<file path="src/rtl/branch_pkg.sv">
// Shared constants and types for the branch sequencer.
package branch_pkg;

   // Branch opcodes accepted by the sequencer
   localparam logic [5:0] OpBeq = 6'h04;
   localparam logic [5:0] OpBne = 6'h05;
   localparam logic [5:0] OpBle = 6'h06;
   localparam logic [5:0] OpBgt = 6'h07;

   // Condition-selector codes
   localparam logic [1:0] UcBeq = 2'b00;
   localparam logic [1:0] UcBne = 2'b01;
   localparam logic [1:0] UcBle = 2'b10;
   localparam logic [1:0] UcBgt = 2'b11;

   // ALU operation codes
   localparam logic [2:0] AluCmp  = 3'b111;
   localparam logic [2:0] AluNone = 3'b000;

   typedef enum logic [2:0] {
      StIdle,
      StLoad,
      StCompare,
      StResolve,
      StDone,
      StErr
   } state_e;

   function automatic logic is_branch(logic [5:0] op);
      return (op == OpBeq) || (op == OpBne) || (op == OpBle) || (op == OpBgt);
   endfunction

   // Map a branch opcode onto its condition-selector code
   function automatic logic [1:0] uc_sel(logic [5:0] op);
      logic [1:0] sel;
      case (op)
         OpBne:   sel = UcBne;
         OpBle:   sel = UcBle;
         OpBgt:   sel = UcBgt;
         default: sel = UcBeq;
      endcase
      return sel;
   endfunction

endpackage

</file>
<file path="src/rtl/sat_counter16.sv">
// 16-bit up counter that sticks at Max once reached.
module sat_counter16 #(
   parameter logic [15:0] Max = 16'hFFFF
) (
   input  logic        clk,
   input  logic        rst_n,
   input  logic        en,
   output logic [15:0] count
);

   logic [15:0] count_q;
   logic [15:0] count_d;

   // Next count: increment only while enabled and below the ceiling
   always_comb begin
      count_d = count_q;
      if (en && (count_q != Max)) begin
         count_d = count_q + 16'd1;
      end
   end

   // Count register
   always_ff @(posedge clk or negedge rst_n) begin
      if (!rst_n) begin
         count_q <= 16'd0;
      end else begin
         count_q <= count_d;
      end
   end

   assign count = count_q;

endmodule

</file>
<file path="src/rtl/branch_seq.sv">
// Multi-cycle branch sequencer: load operands, compare, resolve, then report done.
module branch_seq
   import branch_pkg::*;
#(
   parameter logic [15:0] SatMax = 16'hFFFF
) (
   input  logic        clk,
   input  logic        reset,
   input  logic        start,
   input  logic [5:0]  opcode,
   input  logic        cond_in,
   output logic        ab_load,
   output logic [2:0]  alu_ctrl,
   output logic        UC_control,
   output logic [1:0]  UC_op,
   output logic        pc_write,
   output logic        pc_src,
   output logic        busy,
   output logic        done,
   output logic        illegal,
   output logic [15:0] taken_count
);

   state_e     state_q, state_d;
   logic [5:0] op_q, op_d;
   logic       taken;

   // Next-state and opcode latch; start is only honoured in idle
   always_comb begin
      state_d = state_q;
      op_d    = op_q;
      unique case (state_q)
         StIdle: begin
            if (start) begin
               if (is_branch(opcode)) begin
                  state_d = StLoad;
                  op_d    = opcode;
               end else begin
                  state_d = StErr;
               end
            end
         end
         StLoad:    state_d = StCompare;
         StCompare: state_d = StResolve;
         StResolve: state_d = StDone;
         StDone:    state_d = StIdle;
         StErr:     state_d = StIdle;
         default:   state_d = StIdle;
      endcase
   end

   // State and latched opcode registers
   always_ff @(posedge clk or negedge reset) begin
      if (!reset) begin
         state_q <= StIdle;
         op_q    <= 6'd0;
      end else begin
         state_q <= state_d;
         op_q    <= op_d;
      end
   end

   // Moore outputs; the selector stays enabled through resolve because it
   // only holds its last value when disabled, so cond_in stays meaningful.
   always_comb begin
      ab_load    = 1'b0;
      alu_ctrl   = AluNone;
      UC_control = 1'b0;
      UC_op      = 2'b00;
      busy       = (state_q != StIdle);
      done       = 1'b0;
      illegal    = 1'b0;
      unique case (state_q)
         StLoad: ab_load = 1'b1;
         StCompare, StResolve: begin
            alu_ctrl   = AluCmp;
            UC_control = 1'b1;
            UC_op      = uc_sel(op_q);
         end
         StDone: done    = 1'b1;
         StErr:  illegal = 1'b1;
         default: ;
      endcase
   end

   // cond_in is only looked at in resolve
   assign taken    = (state_q == StResolve) && cond_in;
   assign pc_write = taken;
   assign pc_src   = taken;

   sat_counter16 #(
      .Max (SatMax)
   ) u_taken_cnt (
      .clk   (clk),
      .rst_n (reset),
      .en    (taken),
      .count (taken_count)
   );

endmodule

</file>
<file path="config.mk">
export PLATFORM = sky130hd
export DESIGN_NAME = branch_seq
export DESIGN_NICKNAME = d
export VERILOG_FILES = /design/src/rtl/branch_pkg.sv /design/src/rtl/sat_counter16.sv /design/src/rtl/branch_seq.sv
export SDC_FILE = /design/constraint.sdc
export NUM_CORES = 1
export LEC_CHECK = 0
export CAP_MARGIN = 20
export CORE_MARGIN = 3
export CORE_UTILIZATION = 45
export DETAILED_ROUTE_END_ITERATION = 6
export MAX_ROUTING_LAYER = met4
export PLACE_DENSITY = 0.76
export SYNTH_ARGS = -nofsm -noshare
export SYNTH_HDL_FRONTEND = slang
export SYNTH_SLANG_ARGS = --single-unit
</file>
<file path="constraint.sdc">
create_clock -name clk -period 3.52 [get_ports clk]
set_input_delay 0.704 -clock clk [delete_from_list [all_inputs] [get_ports clk]]
set_output_delay 0.704 -clock clk [all_outputs]
set_load 0.01 [all_outputs]
</file>
# Word-level counts from Yosys, hierarchy flattened

Cells that the tools add are included.

Eq/ne operators: 14
Multiplexer cells: 10
Reductions and logical operators: 9
$add $sub $neg: 1

Operator list:

| cell                    | count |
|---|---|
| $eq A6 B3 Y1 const B    | 7 |
| $add A16 B1 Y16 const B | 1 |
| $ne A16 B16 Y1 const B  | 1 |
| $pmux W3 S4             | 1 |
| $mux W3                 | 3 |
| $eq A3 B2 Y1 const B    | 2 |
| $eq A3 B3 Y1 const B    | 2 |
| $pmux W2 S3             | 1 |
| $mux W1                 | 4 |
| $eq A3 B1 Y1 const B    | 1 |
| $logic_not A3 Y1        | 1 |
| $logic_or A1 B1 Y1      | 3 |
| $reduce_and A3 Y1       | 1 |
| $reduce_bool A3 Y1      | 1 |
| $logic_and A1 B1 Y1     | 2 |
| $mux W2                 | 1 |
| $ne A2 B2 Y1 const B    | 1 |
| $reduce_or A2 Y1        | 1 |

Output and inout bits: 28
Input bits: 10
Bits in registers: 25

# Logic depth before layout (Yosys ltp)

Depth in word-level cells: 7
Depth in mapped cells: 6
Mapped depth without buffers: 5

# Modules after synthesis

From an unflattened synthesis, not the netlist that was laid out.

Cell total of the unflattened synthesis: 113
Area, all modules: 1338.8 sq um

Modules (own cells, without submodules):

| module        | area each (sq um) | instances | cells each | sequential area each (sq um) |
|---|---|---|---|---|
| sat_counter16 | 859.6             | 1         | 72         | 400.4 |
| branch_seq    | 479.2             | 1         | 41         | 225.2 |

# Worst setup path before layout

No wires, ideal clock.

Path kind: in2out
From: input cond_in
To: output pc_write
Arrival time: 1.093 ns
Stages: 3
Slack: 1.723 ns
Path buffers: 1
Cells stage by stage: nand4b_4 -> inv_2 -> buf_4

Longest elaborated chain between the ends: 1

Ends and longest elaborated chain:

| item                | line             | text |
|---|---|---|
| start: declaration  | branch_seq.sv:11 | `input logic cond_in,` |
| $logic_and A1 B1 Y1 | branch_seq.sv:87 | `assign taken = (state_q == StResolve) && cond_in;` |
| end: declaration    | branch_seq.sv:16 | `output logic pc_write,` |

Every way passes these cells.

# Final worst setup path

Same ends and word-level chain as after synthesis.

==> metrics.yaml <==
routed_via_density: 5.49
synth_edf_count: 0
syn_avg_cell_area_um2: 11.2
die_y_um: 60.3
cpPeakStageDelay_ns: 0.56
initial_core_util_pct: 47.6
place_congestion: 0.810
grtUsageTotal_pct: 16.9
drive_above_1_share_pct: 14.4
skew_ns: 0.00624
hold_viol: 0
synthCells: 118
yosys_most_used_dff: "dfrtp_1"
path_common_cell: "clkdlybuf4s50_1"
worst_pin_slew_ns: 0.349
antenna_found_initial: 0
vias: 1010
overflow: 0
fin_crit_ns: 2.78
dp_hpwl_um: 2010
setup_viol: 0
rows: 19
status: "finished, final reports clean"
ys_ff_latch: 25
cts_hold_buf: 0
maxCapViolations: 0
ant_nets: 0
synthArstFlopShare_pct: 100
dr.first_iter.drc_count: 53
slew_viol_final: 0
yosysWarnings: 0
grt_pass1_wl_um: 4500
power_mw: 0.860
cp_cell_sequence: "clkdlybuf4s50_1 -> nand4b_4 -> inv_2 -> clkdlybuf4s50_1"
die_area_um2: 3630
power_leakage_nw: 0.772
crit_type: "in2out"
path_max_fanout: 6
place_worst_setup_slack_ns: 0.743
synth-seq-area-share_pct: 47.2
netlist_area_um2: 1330
drtPass1Iterations: 4
clk_latency_ns: 0.31
wl_per_cell_um: 14.3
maxSlewHeadroom_pct: 76.4
hp-class: "reg2reg"
powerDensity_nw_per_um2: 503
portBuffers: 37
num_antenna_cells: 0
setup_tns_ns: 0
clockBufferDepth: 2
ir_drop_uv: 398
cts_tree: "yes"
syn-num-nets: 129
endpoint_kind: "output port"
yosys.area.top_type: "dfrtp_1"
cp.required_ns: 2.82
critPathLaunchType: "input pin"
fin_nets: 165
yosysUniqueCellTypes: 38
fin_util_pct: 61.5
grt_pass1_vias: 1007
clock-sinks: 25
syn_to_final_growth_pct: 29.2
post_cts_buffers: 0
setup_ws_ns: 0.739
drc_errors: 0
core_um2: 2780
die_w_um: 60.3
hold_ws_ns: 0.492
synthTopCellsByArea: "dfrtp_1 47%, xnor2_1 4.6%, xor2_1 4.0%"
wl_um: 2630
cts_root_buf: "clkbuf_4"
post-route-period-util_pct: 79.0
ios: 38
critPathSlowestCell: "clkdlybuf4s50_1"
htreeDepth: 1
grt_max_degree: 26
synth_top_area_share_pct: 47.2
cts.clk_slew.worst_paths_ns: 0.14
rsz0062_at_grt: "no"
cp_data_arrival_time_ns: 2.08
cts_resized: 0
tritoncts.num_buffers: 3
fmax_mhz: 360
-- synth_stat cells (2+ instances only) --
cell type,count
mux2_2,2
xor2_1,6
buf_6,2
nand4_1,6
nor3b_1,2
and4_1,2
xnor2_1,7
nor4b_1,3
a31oi_1,3
buf_4,4
and2_4,2
and3_1,4
a21oi_1,3
nor3_1,3
nand2_1,4
nand3_1,8
nor2_1,6
nor4_2,2
dfrtp_1,25
inv_1,2
and2_1,5
-- area by class of cell --
| type | count | area [um2] |
|---|---|---|
| flip-flops and latches | 25 | 626 |
| fillers | 257 | 1070 |
| repair buffers | 38 | 378 |
| inverters | 3 | 11.3 |
| clock inverters | 1 | 5.00 |
| multi-input cells | 83 | 631 |
| clock buffers | 3 | 22.5 |
| well taps | 31 | 38.8 |
-- sequential cells by signal, indices dropped and copies added, names as in the netlist --
signal	count
u_taken_cnt.count	16
op_q	6
state_q	3
-- critical path: cells and delay by family --
| family | cells | cell delay [ns] |
|---|---|---|
| buffers and inverters | 3 | 1.21 |
| and+or+nand+nor | 1 | 0.16 |
-- cell usage in the layout, fill, tap and decap left out, drive strengths merged, types with 4 or more instances in the layout --
| master | Yosys | layout |
|---|---|---|
| nand2 | 4 | 4 |
| clkdlybuf4s50 | 0 | 37 |
| xnor2 | 7 | 7 |
| nor2 | 6 | 6 |
| nand3 | 8 | 8 |
| and3 | 5 | 5 |
| dfrtp | 25 | 25 |
| nand4 | 7 | 7 |
| xor2 | 6 | 6 |
| and2 | 8 | 8 |
-- worst paths after layout --
check,from,end,slack (ns),depth (start not counted)
max in group asynchronous,reset,u_taken_cnt.count[10]$_DFFE_PN0P_,2.55,2
worst min-delay path,op_q[2]$_DFFE_PN0P_,op_q[2]$_DFFE_PN0P_,0.49,1
worst max-delay path,cond_in,pc_write,0.74,4
min in group asynchronous,reset,u_taken_cnt.count[3]$_DFFE_PN0P_,0.74,2
worst min register to register,op_q[2]$_DFFE_PN0P_,op_q[2]$_DFFE_PN0P_,0.49,1
worst max register to register,u_taken_cnt.count[0]$_DFFE_PN0P_,u_taken_cnt.count[1]$_DFFE_PN0P_,1.68,5
-- cells by family after synthesis --
kind of cell               synth area share (%)
xor gates and xnor gates                   8.59
buffers and inverters                      5.19
DFF                                        47.2
muxes                                      2.83
AOI/OAI and AO/OA                          4.06
and+or+nand+nor                            31.2
adders and majority gates                 0.944
-- per-stage QoR --
stage	cell area [um2]	instances
after global placement	1680	180
final	1710	184
after CTS	1710	184
after global routing	1710	184
after detailed placement	1680	180
after floorplan	1330	118
-- where the power goes --
group	switching, mW	leakage [nW]	internal, mW
clock	0.0821	0.0177	0.0424
sequential	0.0741	0.337	0.337
combinational	0.129	0.417	0.196
-- layer usage --
metal  routed length (um)  GRT usage (%)  vias to the layer above
li1                     -              -                      490
met1                 1190           21.5                      488
met2                 1270           28.1                       30
met3                  150           1.94                        2
met4                   19           4.75                        0
met5                    0              -                        -
Note: power is estimated with default switching activity, not from simulation.
